<file path="src/rtl/uart_pkg.sv">
// uart_pkg: register map, STATUS bit positions and TX FSM states shared by the UART MMIO block.
package uart_pkg;
    localparam logic [1:0] REG_DATA   = 2'd0;
    localparam logic [1:0] REG_STATUS = 2'd1;
    localparam logic [1:0] REG_CTRL   = 2'd2;
    localparam int ST_RX_NONEMPTY = 0;
    localparam int ST_RX_FULL     = 1;
    localparam int ST_TX_FULL     = 2;
    localparam int ST_TX_EMPTY    = 3;
    localparam int ST_TX_IDLE     = 4;
    localparam int ST_RX_OVERRUN  = 5;
    localparam int ST_RX_BREAK    = 6;
    localparam int ST_TX_OVERFLOW = 7;
    typedef enum logic [1:0] {IDLE, LOAD, WAIT_BUSY, WAIT_DONE} tx_state_e;
endpackage

</file>
<file path="src/rtl/uart_fifo.sv">
// uart_fifo: show-ahead synchronous FIFO; a pop on a full FIFO frees room for a same-cycle push.
module uart_fifo #(
    parameter int WIDTH = 8,
    parameter int DEPTH = 16
) (
    input  logic                     clk,
    input  logic                     rst,
    input  logic                     push_i,
    input  logic                     pop_i,
    input  logic [WIDTH-1:0]         din_i,
    output logic [WIDTH-1:0]         dout_o,
    output logic                     full_o,
    output logic                     empty_o,
    output logic                     push_ok_o,
    output logic [$clog2(DEPTH):0]   count_o
);
    localparam int AW = $clog2(DEPTH);
    logic [WIDTH-1:0] mem_q [DEPTH];
    logic [AW-1:0]    wr_q, rd_q;
    logic [AW:0]      count_q;
    logic             do_pop;
    assign empty_o   = count_q == '0;
    assign full_o    = count_q == (AW+1)'(DEPTH);
    assign do_pop    = pop_i & ~empty_o;
    assign push_ok_o = push_i & (~full_o | do_pop);
    assign dout_o    = mem_q[rd_q];
    assign count_o   = count_q;
    always_ff @(posedge clk) begin
        if (push_ok_o) mem_q[wr_q] <= din_i;
    end
    always_ff @(posedge clk) begin
        if (rst) begin
            wr_q    <= '0;
            rd_q    <= '0;
            count_q <= '0;
        end else begin
            if (push_ok_o) wr_q <= wr_q + AW'(1);
            if (do_pop) rd_q <= rd_q + AW'(1);
            count_q <= count_q + (AW+1)'(push_ok_o) - (AW+1)'(do_pop);
        end
    end
endmodule

</file>
<file path="src/rtl/uart_rx.sv">
// uart_rx: bit-level receiver; samples mid-bit, flags a break when data and stop bit are all zero.
module uart_rx #(
    parameter int BIT_RATE     = 9600,
    parameter int CLK_HZ       = 50_000_000,
    parameter int PAYLOAD_BITS = 8
) (
    input  logic                    clk,
    input  logic                    resetn,
    input  logic                    uart_rxd,
    input  logic                    uart_rx_en,
    output logic                    uart_rx_break,
    output logic                    uart_rx_valid,
    output logic [PAYLOAD_BITS-1:0] uart_rx_data
);
    localparam int CPB = CLK_HZ / BIT_RATE;
    localparam int CW  = $clog2(CPB) + 1;
    logic [1:0]              sync_q;
    logic                    act_q, valid_q, brk_q, rxs;
    logic [CW-1:0]           cyc_q, lim;
    logic [3:0]              idx_q;
    logic [PAYLOAD_BITS-1:0] sh_q;
    assign rxs           = sync_q[1];
    assign lim           = idx_q == 4'd0 ? CW'(CPB / 2 - 1) : CW'(CPB - 1);
    assign uart_rx_valid = valid_q;
    assign uart_rx_break = brk_q;
    assign uart_rx_data  = sh_q;
    always_ff @(posedge clk) begin
        if (!resetn) begin
            sync_q  <= 2'b11;
            act_q   <= 1'b0;
            cyc_q   <= '0;
            idx_q   <= '0;
            sh_q    <= '0;
            valid_q <= 1'b0;
            brk_q   <= 1'b0;
        end else begin
            sync_q  <= {sync_q[0], uart_rxd};
            valid_q <= 1'b0;
            brk_q   <= 1'b0;
            if (!act_q) begin
                cyc_q <= '0;
                idx_q <= '0;
                act_q <= uart_rx_en & ~rxs;
            end else if (cyc_q != lim) begin
                cyc_q <= cyc_q + CW'(1);
            end else begin
                cyc_q <= '0;
                if (idx_q == 4'd0) begin
                    act_q <= ~rxs;
                    idx_q <= 4'd1;
                end else if (idx_q <= 4'(PAYLOAD_BITS)) begin
                    sh_q  <= {rxs, sh_q[PAYLOAD_BITS-1:1]};
                    idx_q <= idx_q + 4'd1;
                end else begin
                    act_q   <= 1'b0;
                    valid_q <= rxs;
                    brk_q   <= ~rxs & (sh_q == '0);
                end
            end
        end
    end
endmodule

</file>
<file path="src/rtl/uart_tx.sv">
// uart_tx: bit-level transmitter; 8N1-style frame, LSB first, busy held for the whole frame.
module uart_tx #(
    parameter int BIT_RATE     = 9600,
    parameter int CLK_HZ       = 50_000_000,
    parameter int PAYLOAD_BITS = 8
) (
    input  logic                    clk,
    input  logic                    resetn,
    output logic                    uart_txd,
    output logic                    uart_tx_busy,
    input  logic                    uart_tx_en,
    input  logic [PAYLOAD_BITS-1:0] uart_tx_data
);
    localparam int CPB = CLK_HZ / BIT_RATE;
    localparam int CW  = $clog2(CPB) + 1;
    localparam int FB  = PAYLOAD_BITS + 2;
    logic          busy_q;
    logic [CW-1:0] cyc_q;
    logic [3:0]    bit_q;
    logic [FB-1:0] sh_q;
    assign uart_tx_busy = busy_q;
    assign uart_txd     = busy_q ? sh_q[0] : 1'b1;
    always_ff @(posedge clk) begin
        if (!resetn) begin
            busy_q <= 1'b0;
            cyc_q  <= '0;
            bit_q  <= '0;
            sh_q   <= '1;
        end else if (!busy_q) begin
            if (uart_tx_en) begin
                busy_q <= 1'b1;
                cyc_q  <= '0;
                bit_q  <= '0;
                sh_q   <= {1'b1, uart_tx_data, 1'b0};
            end
        end else if (cyc_q == CW'(CPB - 1)) begin
            cyc_q <= '0;
            sh_q  <= {1'b1, sh_q[FB-1:1]};
            if (bit_q == 4'(FB - 1)) busy_q <= 1'b0;
            else bit_q <= bit_q + 4'd1;
        end else begin
            cyc_q <= cyc_q + CW'(1);
        end
    end
endmodule

</file>
<file path="src/rtl/uart_mmio_fifo.sv">
// uart_mmio_fifo: memory-mapped UART with TX/RX FIFOs, sticky error flags, CTRL and registered irq.
module uart_mmio_fifo
    import uart_pkg::*;
#(
    parameter int          CLK_HZ       = 10_000_000,
    parameter int          BIT_RATE     = 9600,
    parameter int          PAYLOAD_BITS = 8,
    parameter int          TX_DEPTH     = 16,
    parameter int          RX_DEPTH     = 16,
    parameter logic [63:0] ADDR_BASE    = 64'h1000_0000
) (
    input  logic        clk,
    input  logic        rst,
    input  logic        uart_rxd,
    output logic        uart_txd,
    input  logic [63:0] uart_addr,
    input  logic [31:0] uart_write_data,
    input  logic        uart_wen,
    input  logic        uart_ren,
    output logic [31:0] uart_read_data,
    output logic        irq,
    output logic [7:0]  led
);
    localparam int TCW = $clog2(TX_DEPTH) + 1;
    localparam int RCW = $clog2(RX_DEPTH) + 1;
    logic                    sel, wr_data, wr_status, wr_ctrl, rd_data, core_rstn;
    logic [1:0]              ridx;
    logic [PAYLOAD_BITS-1:0] tx_head, rx_head, rx_byte;
    logic                    tx_full, tx_empty, tx_push_ok, tx_pop, tx_en, tx_busy;
    logic                    rx_full, rx_empty, rx_push_ok, rx_valid, rx_break;
    logic [TCW-1:0]          tx_count;
    logic [RCW-1:0]          rx_count;
    tx_state_e               state_q, state_d;
    logic [1:0]              tmo_q, tmo_d;
    logic                    ovr_q, ovr_d, brk_q, brk_d, ovf_q, ovf_d, irq_q, irq_d;
    logic [2:0]              ctrl_q, ctrl_d;
    logic [7:0]              led_q, led_d;
    logic [31:0]             status;
    logic                    unused_bits;
    assign sel         = uart_addr[63:4] == ADDR_BASE[63:4];
    assign ridx        = uart_addr[3:2];
    assign wr_data     = sel & uart_wen & (ridx == REG_DATA);
    assign wr_status   = sel & uart_wen & (ridx == REG_STATUS);
    assign wr_ctrl     = sel & uart_wen & (ridx == REG_CTRL);
    assign rd_data     = sel & uart_ren & (ridx == REG_DATA);
    assign core_rstn   = ~rst;
    assign unused_bits = ^{uart_addr[1:0], uart_write_data[31:8]};
    uart_fifo #(.WIDTH(PAYLOAD_BITS), .DEPTH(TX_DEPTH)) u_tx_fifo (
        .clk(clk), .rst(rst), .push_i(wr_data), .pop_i(tx_pop),
        .din_i(uart_write_data[PAYLOAD_BITS-1:0]), .dout_o(tx_head),
        .full_o(tx_full), .empty_o(tx_empty), .push_ok_o(tx_push_ok), .count_o(tx_count)
    );
    uart_fifo #(.WIDTH(PAYLOAD_BITS), .DEPTH(RX_DEPTH)) u_rx_fifo (
        .clk(clk), .rst(rst), .push_i(rx_valid), .pop_i(rd_data),
        .din_i(rx_byte), .dout_o(rx_head),
        .full_o(rx_full), .empty_o(rx_empty), .push_ok_o(rx_push_ok), .count_o(rx_count)
    );
    uart_tx #(.BIT_RATE(BIT_RATE), .CLK_HZ(CLK_HZ), .PAYLOAD_BITS(PAYLOAD_BITS)) u_tx (
        .clk(clk), .resetn(core_rstn), .uart_txd(uart_txd), .uart_tx_busy(tx_busy),
        .uart_tx_en(tx_en), .uart_tx_data(tx_head)
    );
    uart_rx #(.BIT_RATE(BIT_RATE), .CLK_HZ(CLK_HZ), .PAYLOAD_BITS(PAYLOAD_BITS)) u_rx (
        .clk(clk), .resetn(core_rstn), .uart_rxd(uart_rxd), .uart_rx_en(1'b1),
        .uart_rx_break(rx_break), .uart_rx_valid(rx_valid), .uart_rx_data(rx_byte)
    );
    // WAIT_DONE jumps straight to LOAD so queued bytes leave with at most two idle cycles between frames.
    always_comb begin
        state_d = state_q;
        tmo_d   = 2'd0;
        tx_en   = 1'b0;
        tx_pop  = 1'b0;
        case (state_q)
            IDLE:      if (!tx_empty && !tx_busy) state_d = LOAD;
            LOAD: begin
                tx_en   = 1'b1;
                tx_pop  = 1'b1;
                state_d = WAIT_BUSY;
            end
            WAIT_BUSY: begin
                if (tx_busy) state_d = WAIT_DONE;
                else if (tmo_q == 2'd3) state_d = IDLE;
                else tmo_d = tmo_q + 2'd1;
            end
            WAIT_DONE: if (!tx_busy) state_d = tx_empty ? IDLE : LOAD;
            default:   state_d = IDLE;
        endcase
    end
    always_comb begin
        status                 = '0;
        status[ST_RX_NONEMPTY] = ~rx_empty;
        status[ST_RX_FULL]     = rx_full;
        status[ST_TX_FULL]     = tx_full;
        status[ST_TX_EMPTY]    = tx_empty;
        status[ST_TX_IDLE]     = tx_empty & (state_q == IDLE);
        status[ST_RX_OVERRUN]  = ovr_q;
        status[ST_RX_BREAK]    = brk_q;
        status[ST_TX_OVERFLOW] = ovf_q;
        status[15:8]           = 8'(rx_count);
        status[23:16]          = 8'(tx_count);
    end
    // Sticky flags: a set event in the same cycle as a write-1-to-clear keeps the flag set.
    always_comb begin
        ovr_d  = (rx_valid & ~rx_push_ok) | (ovr_q & ~(wr_status & uart_write_data[ST_RX_OVERRUN]));
        brk_d  = rx_break | (brk_q & ~(wr_status & uart_write_data[ST_RX_BREAK]));
        ovf_d  = (wr_data & ~tx_push_ok) | (ovf_q & ~(wr_status & uart_write_data[ST_TX_OVERFLOW]));
        ctrl_d = wr_ctrl ? uart_write_data[2:0] : ctrl_q;
        led_d  = rx_push_ok ? 8'(rx_byte) : tx_push_ok ? 8'(uart_write_data[PAYLOAD_BITS-1:0]) : led_q;
        irq_d  = (ctrl_q[0] & ~rx_empty) | (ctrl_q[1] & tx_empty) | (ctrl_q[2] & |status[7:5]);
        uart_read_data = !sel ? 32'd0
                       : ridx == REG_DATA   ? (rx_empty ? 32'd0 : 32'(rx_head))
                       : ridx == REG_STATUS ? status
                       : ridx == REG_CTRL   ? {29'd0, ctrl_q}
                       : 32'd0;
    end
    always_ff @(posedge clk) begin
        if (rst) begin
            state_q <= IDLE;
            tmo_q   <= 2'd0;
            ovr_q   <= 1'b0;
            brk_q   <= 1'b0;
            ovf_q   <= 1'b0;
            ctrl_q  <= 3'd0;
            led_q   <= 8'hF0;
            irq_q   <= 1'b0;
        end else begin
            state_q <= state_d;
            tmo_q   <= tmo_d;
            ovr_q   <= ovr_d;
            brk_q   <= brk_d;
            ovf_q   <= ovf_d;
            ctrl_q  <= ctrl_d;
            led_q   <= led_d;
            irq_q   <= irq_d;
        end
    end
    assign irq = irq_q;
    assign led = led_q;
endmodule

</file>
<file path="config.mk">
export PLATFORM = sky130hd
export DESIGN_NAME = uart_mmio_fifo
export DESIGN_NICKNAME = d
export VERILOG_FILES = /design/src/rtl/uart_pkg.sv /design/src/rtl/uart_fifo.sv /design/src/rtl/uart_rx.sv /design/src/rtl/uart_tx.sv /design/src/rtl/uart_mmio_fifo.sv
export SDC_FILE = /design/constraint.sdc
export NUM_CORES = 1
export LEC_CHECK = 0
export BUFFER_PORTS_ARGS = -buffer_cell sky130_fd_sc_hd__buf_4
export CAP_MARGIN = 20
export CORE_ASPECT_RATIO = 1.1
export CORE_MARGIN = 10
export CORE_UTILIZATION = 38
export CTS_CLUSTER_DIAMETER = 120
export DETAILED_ROUTE_END_ITERATION = 7
export MAX_ROUTING_LAYER = met4
export PLACE_DENSITY = 0.61
export RECOVER_POWER = 100
export REMOVE_ABC_BUFFERS = 1
export SETUP_SLACK_MARGIN = 0.02
export SLEW_MARGIN = 5
export SYNTH_ARGS = -nofsm -noshare
export SYNTH_HDL_FRONTEND = slang
export SYNTH_SLANG_ARGS = --single-unit
</file>
<file path="constraint.sdc">
create_clock -name clk -period 8.87 [get_ports clk]
set_clock_uncertainty 0.15 [all_clocks]
set_input_delay 0.887 -clock clk [delete_from_list [all_inputs] [get_ports clk]]
set_output_delay 0.887 -clock clk [all_outputs]
set_load 0.01 [all_outputs]
</file>
==> impl_metrics.tcl, run 1 <==
set metrics [dict create \
    status "complete, but fails checks" \
    violated_checks "capacitance limit, slew limit" \
    post_cts_resize_count 0 \
    synthDominantCellAreaShare 0.503 \
    synth.top_cells.by_count "sky130_fd_sc_hd__edfxtp_1, sky130_fd_sc_hd__dfxtp_1, sky130_fd_sc_hd__nor2_1" \
    cts.sinks 364 \
    port_buffers 102 \
    crit-reg2reg-capture "u_tx_fifo.count_o[4]" \
    totalPowerFinal_w 0.00377 \
    die_x_um 211 \
    grt-ovfl-total 0 \
    max_cap_violations 5 \
    postRouteAntennaNets 0 \
    worst_r2r_path_depth 12 \
    track_usage 0.145 \
    detail_route.first_pass.iterations 4 \
    final_nets 1269 \
    ios 143 \
    regToRegSetupSlack_ps 4750 \
    worstSetupStartpointType "register" \
    worst_skew_pair.late_latency_ps 530 \
    avgRoutedWirePerCell_um 20.4 \
    num_vias 8813 \
    synth.area.top_cells "sky130_fd_sc_hd__edfxtp_1, sky130_fd_sc_hd__dfxtp_1, sky130_fd_sc_hd__mux4_2" \
    grtUsageMet1 0.173 \
    growth_of_design_area_from_synthesis_to_finish_pct 14.4 \
    final_worst_path_period_need_ps 5790 \
    drive_above_1_share 0.185 \
    finalWeightedCongestion 0.795 \
    place.detailed.hpwl_mm 22.9 \
    post-cts-setup-buffers 0 \
    slew_violations 165 \
    powerDensity_mw_per_mm2 216 \
    synth_top_area_cell "sky130_fd_sc_hd__edfxtp_1" \
    unrepaired_setup_endpoints_after_global_routing "false" \
    global_routing_usage_on_met3 0.0218 \
    die_area_mm2 0.0487 \
    postSynthRegisterBits 364 \
    initial_core_util 0.382 \
    drt-vias-per-instance 5.25 \
    endpoint_kind "output port" \
    critical_path_peak_fanout 32 \
    min_period_over_period 0.653 \
    die-height_um 230 \
    grt.busiest_layer "met2" \
    tritoncts.num_buffers 39 \
    drc_errors 0 \
    max_slew.worst_pin.slew_ps 2750 \
    number_of_antenna_violations_at_the_first_check_in_global_routing 1 \
    synthesis.area_mm2 0.0153 \
    drt_wl_total_mm 34.3 \
    clk_root_buffer_cell "sky130_fd_sc_hd__clkbuf_16" \
    grt_pass1_vias 9182 \
    synth_cell_type_count 62 \
    tritoncts "done" \
    grt_util_met2 0.253 \
    synthesis.yosys.warnings 0 \
    power.ir.vdd_worst_uv 129 \
    async_reset_ff_frac 0 \
    r2r-start "u_tx_fifo.count_o[2]" \
    finalSetupViolCount 0 \
    timing.setup.tns_ps 0 \
    cp_data_required_time_ps 7830 \
    cts.hold.buffers_added 0 \
    synth-edff-count 256 \
    maximum_number_of_pins_on_one_net_before_global_route_repair 61 \
    row_count 77 \
    synthCells 1032 \
    timing.hold.worst_endpoint "u_rx.sync_q[1]" \
    cts-htree-levels 2 \
    core_area_mm2 0.0400 \
    slew_headroom -0.832 \
    cts_buffer_depth 3 \
    worstPathArrival_ps 4750 \
    timing.final.hold_violations 0 \
    min_from "u_rx.sync_q[0]" \
    ys_seq_area_frac 0.644 \
    type_of_the_setup_path_with_the_least_slack "register to output port" \
    cts.clk_slew.worst_paths_ps 60 \
    synth_top_flop_cell "sky130_fd_sc_hd__edfxtp_1" \
    maxClockFrequency_mhz 173 \
    whs_path_depth 1 \
    syn_avg_cell_area_um2 14.8 \
    worstHoldPathType "register to register" \
    power_leakage_nw 5.94 \
    detail_route.iter0.violations 529 \
    first_pass_grt_wire_length_mm 53.7 \
    synth.most_common_cell "sky130_fd_sc_hd__edfxtp_1" \
]
[registers in the layout, summed over array words and instances (netlist names), 2 cells and up, named ones only]
| name | cells |
|---|---|
| ctrl_q | 3 |
| led | 8 |
| state_q | 2 |
| tmo_q | 2 |
| u_rx.cyc_q | 12 |
| u_rx.idx_q | 4 |
| u_rx.sync_q | 2 |
| u_rx.uart_rx_data | 8 |
| u_rx_fifo.count_o | 5 |
| u_rx_fifo.mem_q | 128 |
| u_rx_fifo.rd_q | 4 |
| u_rx_fifo.wr_q | 4 |
| u_tx.bit_q | 4 |
| u_tx.cyc_q | 12 |
| u_tx.sh_q | 9 |
| u_tx_fifo.count_o | 5 |
| u_tx_fifo.mem_q | 128 |
| u_tx_fifo.rd_q | 4 |
| u_tx_fifo.wr_q | 4 |
[cells in the final DEF, fill, tap and decap left out, types with 5 or more instances in the layout]
cell and n:
sky130_fd_sc_hd__and3_1 36, sky130_fd_sc_hd__o21ai_0 20, sky130_fd_sc_hd__buf_4 70, sky130_fd_sc_hd__nand2b_1 8
sky130_fd_sc_hd__inv_1 31, sky130_fd_sc_hd__nor4_1 22, sky130_fd_sc_hd__a22oi_1 8, sky130_fd_sc_hd__ha_1 30
sky130_fd_sc_hd__a21oi_1 40, sky130_fd_sc_hd__a31oi_1 12, sky130_fd_sc_hd__clkinv_1 9, sky130_fd_sc_hd__xnor2_1 7
sky130_fd_sc_hd__nor2b_1 12, sky130_fd_sc_hd__nand4_1 15, sky130_fd_sc_hd__conb_1 14, sky130_fd_sc_hd__or3_1 8
sky130_fd_sc_hd__xor2_1 18, sky130_fd_sc_hd__nand3_1 19, sky130_fd_sc_hd__nor4b_1 6, sky130_fd_sc_hd__nor2_1 82
sky130_fd_sc_hd__a211oi_1 5, sky130_fd_sc_hd__mux4_2 80, sky130_fd_sc_hd__edfxtp_1 256, sky130_fd_sc_hd__nand2_1 34
sky130_fd_sc_hd__dfxtp_1 106, sky130_fd_sc_hd__mux2i_1 23, sky130_fd_sc_hd__clkbuf_1 53, sky130_fd_sc_hd__clkbuf_16 40
sky130_fd_sc_hd__nand3b_1 5, sky130_fd_sc_hd__and2_0 13, sky130_fd_sc_hd__or4_1 6, sky130_fd_sc_hd__nor3_1 25
sky130_fd_sc_hd__clkinv_2 7
[worst max-delay path, stage by stage (launching register included)]
cell and delay (ps):
sky130_fd_sc_hd__dfxtp_2 310, sky130_fd_sc_hd__clkbuf_1 1930, sky130_fd_sc_hd__mux4_2 760, sky130_fd_sc_hd__mux4_2 500, sky130_fd_sc_hd__a22oi_1 190, sky130_fd_sc_hd__o21ai_0 170
sky130_fd_sc_hd__and2_0 200, sky130_fd_sc_hd__buf_4 140
[routing by layer]
layer,vias to the layer above,share of wire
met5,-,0
met4,0,0.018
met3,47,0.036
met2,144,0.53
met1,4456,0.42
li1,4166,-
[report_power, final]
group,leakage (nW),internal (W),switching [W]
clock,0.572,0.000861,0.000648
combinational,2.16,0.000180,0.000209
sequential,3.21,0.00184,0.0000353
[stage by stage]
| step | instance area [um^2] | util | cells | setup slack [ps] | hold slack [ps] |
|---|---|---|---|---|---|
| 3_5_place_dp | 16500 | 0.413 | 1608 | 4560 | 256 |
| 5_1_grt | 17500 | 0.437 | 1680 | 2610 | 291 |
| 6_report | 17500 | 0.437 | 1680 | 3080 | 264 |
| 4_1_cts | 17700 | 0.442 | 1679 | 4570 | 273 |
| 3_3_place_gp | 16500 | 0.413 | 1608 | 4610 | 249 |
| 2_1_floorplan | 15000 | - | 981 | 4670 | 239 |
[worst max path at each step]
stage                   from                   end  slack (ps)  depth (start not counted)
6_report            register     uart_read_data[1]        3080                          7
5_1_grt             register     uart_read_data[1]        2610                          7
3_5_place_dp   uart_addr[46]  u_tx_fifo.count_o[4]        4560                         12
2_1_floorplan  uart_addr[38]  u_rx_fifo.count_o[4]        4670                         15
4_1_cts             register     uart_read_data[1]        4570                          7
3_3_place_gp   uart_addr[46]  u_rx_fifo.count_o[4]        4610                         17
[cell families (layout without fill, tap and decap cells)]
family | Yosys count | after routing | share of synthesized area
DFF | 364 | 364 | 0.644
and+or+nand+nor | 310 | 310 | 0.110
muxes | 103 | 103 | 0.133
AOI/OAI and AO/OA | 101 | 101 | 0.0403
buffers and inverters | 96 | 217 | 0.0312
adders and majority gates | 32 | 32 | 0.0272
xor gates and xnor gates | 25 | 25 | 0.0143
other | 1 | 15 | 0.000245
[final cells by class]
type / count / area, um^2
inverter: 32 / 120
multi-input combinational: 585 / 4990
timing repair buffer: 114 / 698
tap: 513 / 642
antenna: 1 / 2.50
clock buffer: 51 / 1040
clock inverter: 20 / 135
sequential: 364 / 9850
fill: 3597 / 22500
No activity file was read; power rests on OpenSTA's default activity.
==> run 2, diff against run 1 <==
==> constraint.sdc (replaced) <==
create_clock -name clk -period 6.01 [get_ports clk]
set_clock_uncertainty 0.15 [all_clocks]
set_input_delay 0.601 -clock clk [delete_from_list [all_inputs] [get_ports clk]]
set_output_delay 0.601 -clock clk [all_outputs]
set_load 0.01 [all_outputs]
==> run 2 against run 1 <==
Against the previous run:
- flip-flop and latch count stayed put
- first-iteration DRC count is 17% lower
- sequential share of layout area is 0.39 points lower
- the flow still finishes with violations (capacitance limit, slew limit)
- critical path depth is 4 higher
- worst setup slack worse by 1700 ps
==> impl_metrics.tcl, run 2 (same netlist as run 1, synthesis figures left out) <==
set metrics [dict create \
    layout.filler_cells 3597 \
    worst_skew_pair.late_latency_ps 520 \
    cts-htree-levels 2 \
    postRouteAntennaNets 0 \
    crit_chain "clkbuf_4 -> nor4_1 -> nand3_1 -> nor4_1 -> and2_0 -> ha_1 -> fa_1 -> a21oi_1 -> nor2_1 -> or3_1 -> a21oi_1" \
    maximum_number_of_pins_on_one_net_before_global_route_repair 62 \
    cp_data_required_time_ps 6140 \
    layout.cells.most_common_list "sky130_fd_sc_hd__edfxtp_1, sky130_fd_sc_hd__dfxtp_1, sky130_fd_sc_hd__nor2_1, sky130_fd_sc_hd__mux4_2, sky130_fd_sc_hd__buf_4" \
    grt_pass1_vias 8944 \
    core_area_mm2 0.0400 \
    slew_headroom -0.804 \
    crit_buf_inv 1 \
    num_vias 8830 \
    max_cap_violations 5 \
    critical_path_peak_fanout 26 \
    unrepaired_setup_endpoints_after_global_routing "false" \
    place.detailed.hpwl_mm 22.9 \
    worstSetupStartpointType "input pin" \
    critical_path.top_delay_family "simple AND/OR/NAND/NOR gates" \
    die_x_um 211 \
    drive_above_1_share 0.191 \
    detail_route.iter0.violations 439 \
    worstPathArrival_ps 4720 \
    worstHoldPathType "input pin to register" \
    post-cts-setup-buffers 0 \
    ios 143 \
    type_of_the_setup_path_with_the_least_slack "input pin to register" \
    initial_core_util 0.382 \
    cts_buffer_depth 3 \
    power.ir.vdd_worst_uv 191 \
    status "complete, but fails checks" \
    growth_of_design_area_from_synthesis_to_finish_pct 15.2 \
    finalWeightedCongestion 0.792 \
    power_leakage_nw 5.99 \
    critical_path.max_stage_delay_ps 1260 \
    tritoncts.num_buffers 40 \
    timing.final.hold_violations 0 \
    multi_input_comb_area_mm2 0.00498 \
    cts.hold.buffers_added 0 \
    drt-vias-per-instance 5.24 \
    cts.sinks 364 \
    powerDensity_mw_per_mm2 326 \
    final_nets 1271 \
    number_of_antenna_violations_at_the_first_check_in_global_routing 1 \
    detail_route.first_pass.iterations 5 \
    utilization 0.440 \
    final_worst_path_period_need_ps 4590 \
    drc_errors 0 \
    grt-ovfl-total 0 \
    slew_violations 115 \
    drt_wl_total_mm 33.8 \
    layout_commonest_cell "sky130_fd_sc_hd__edfxtp_1" \
    cts.clk_slew.worst_paths_ps 60 \
    die-height_um 230 \
    port_buffers 102 \
    min_period_over_period 0.764 \
    tritoncts "done" \
    timing.setup.tns_ps 0 \
    first_pass_grt_wire_length_mm 52.3 \
    max_slew.worst_pin.slew_ps 2710 \
    track_usage 0.141 \
    row_count 77 \
    totalPowerFinal_w 0.00574 \
    maxClockFrequency_mhz 218 \
    reg.largest.list "u_rx_fifo.mem_q: 128 flops, u_tx_fifo.mem_q: 128 flops" \
    dpl-instance-area_mm2 0.0165 \
    endpoint_kind "register" \
    dp_worst_setup_slack_ps 1870 \
    finalSetupViolCount 0 \
    design_area_mm2 0.0176 \
    post_cts_resize_count 0 \
    crit_path_top_delay_cell "sky130_fd_sc_hd__nor4_1" \
    avgRoutedWirePerCell_um 20.1 \
    die_area_mm2 0.0487 \
    violated_checks "capacitance limit, slew limit" \
    area.sequential_mm2 0.00985 \
    fin_ws_ps 1420 \
    clk_root_buffer_cell "sky130_fd_sc_hd__clkbuf_16" \
]
==> run 2: worst paths after layout <==
check | start | end | slack [ps] | cells after the start
max | uart_addr[46] | u_tx_fifo.count_o[4] | 1420 | 11
min | uart_rxd | u_rx.sync_q[0] | 120 | 2
max reg2reg | u_tx_fifo.count_o[3] | u_tx_fifo.count_o[4] | 1840 | 12
min reg2reg | u_rx.sync_q[0] | u_rx.sync_q[1] | 260 | 1
==> run 2: metrics by stage <==
step	instances	hold WS [ps]
6_report	1684	121
5_1_grt	1684	116
4_1_cts	1683	106
3_5_place_dp	1609	250
3_3_place_gp	1609	249
2_1_floorplan	981	239
==> run 2: layout make-up <==
cell class	count	area share
multi-input cells	585	0.283
clock buffers	60	0.0640
repair buffers	115	0.0405
diodes	1	0.000142
clock inverters	14	0.00966
well taps	513	0.0365
flip-flops and latches	364	0.560
inverters	32	0.00682
==> run 2: metal layers <==
layer  up-vias  GRT usage  wire length (um)
li1       4164          -                 -
met1      4470      0.170             14100
met2       137      0.243             17800
met3        59     0.0202              1080
met4         0     0.0374               735
met5         -          -                 0
==> run 2: report_power, final <==
group	switching [W]	internal, W	total (W)
combinational	0.000302	0.000264	0.000567
clock	0.000963	0.00144	0.00240
sequential	0.0000521	0.00272	0.00277
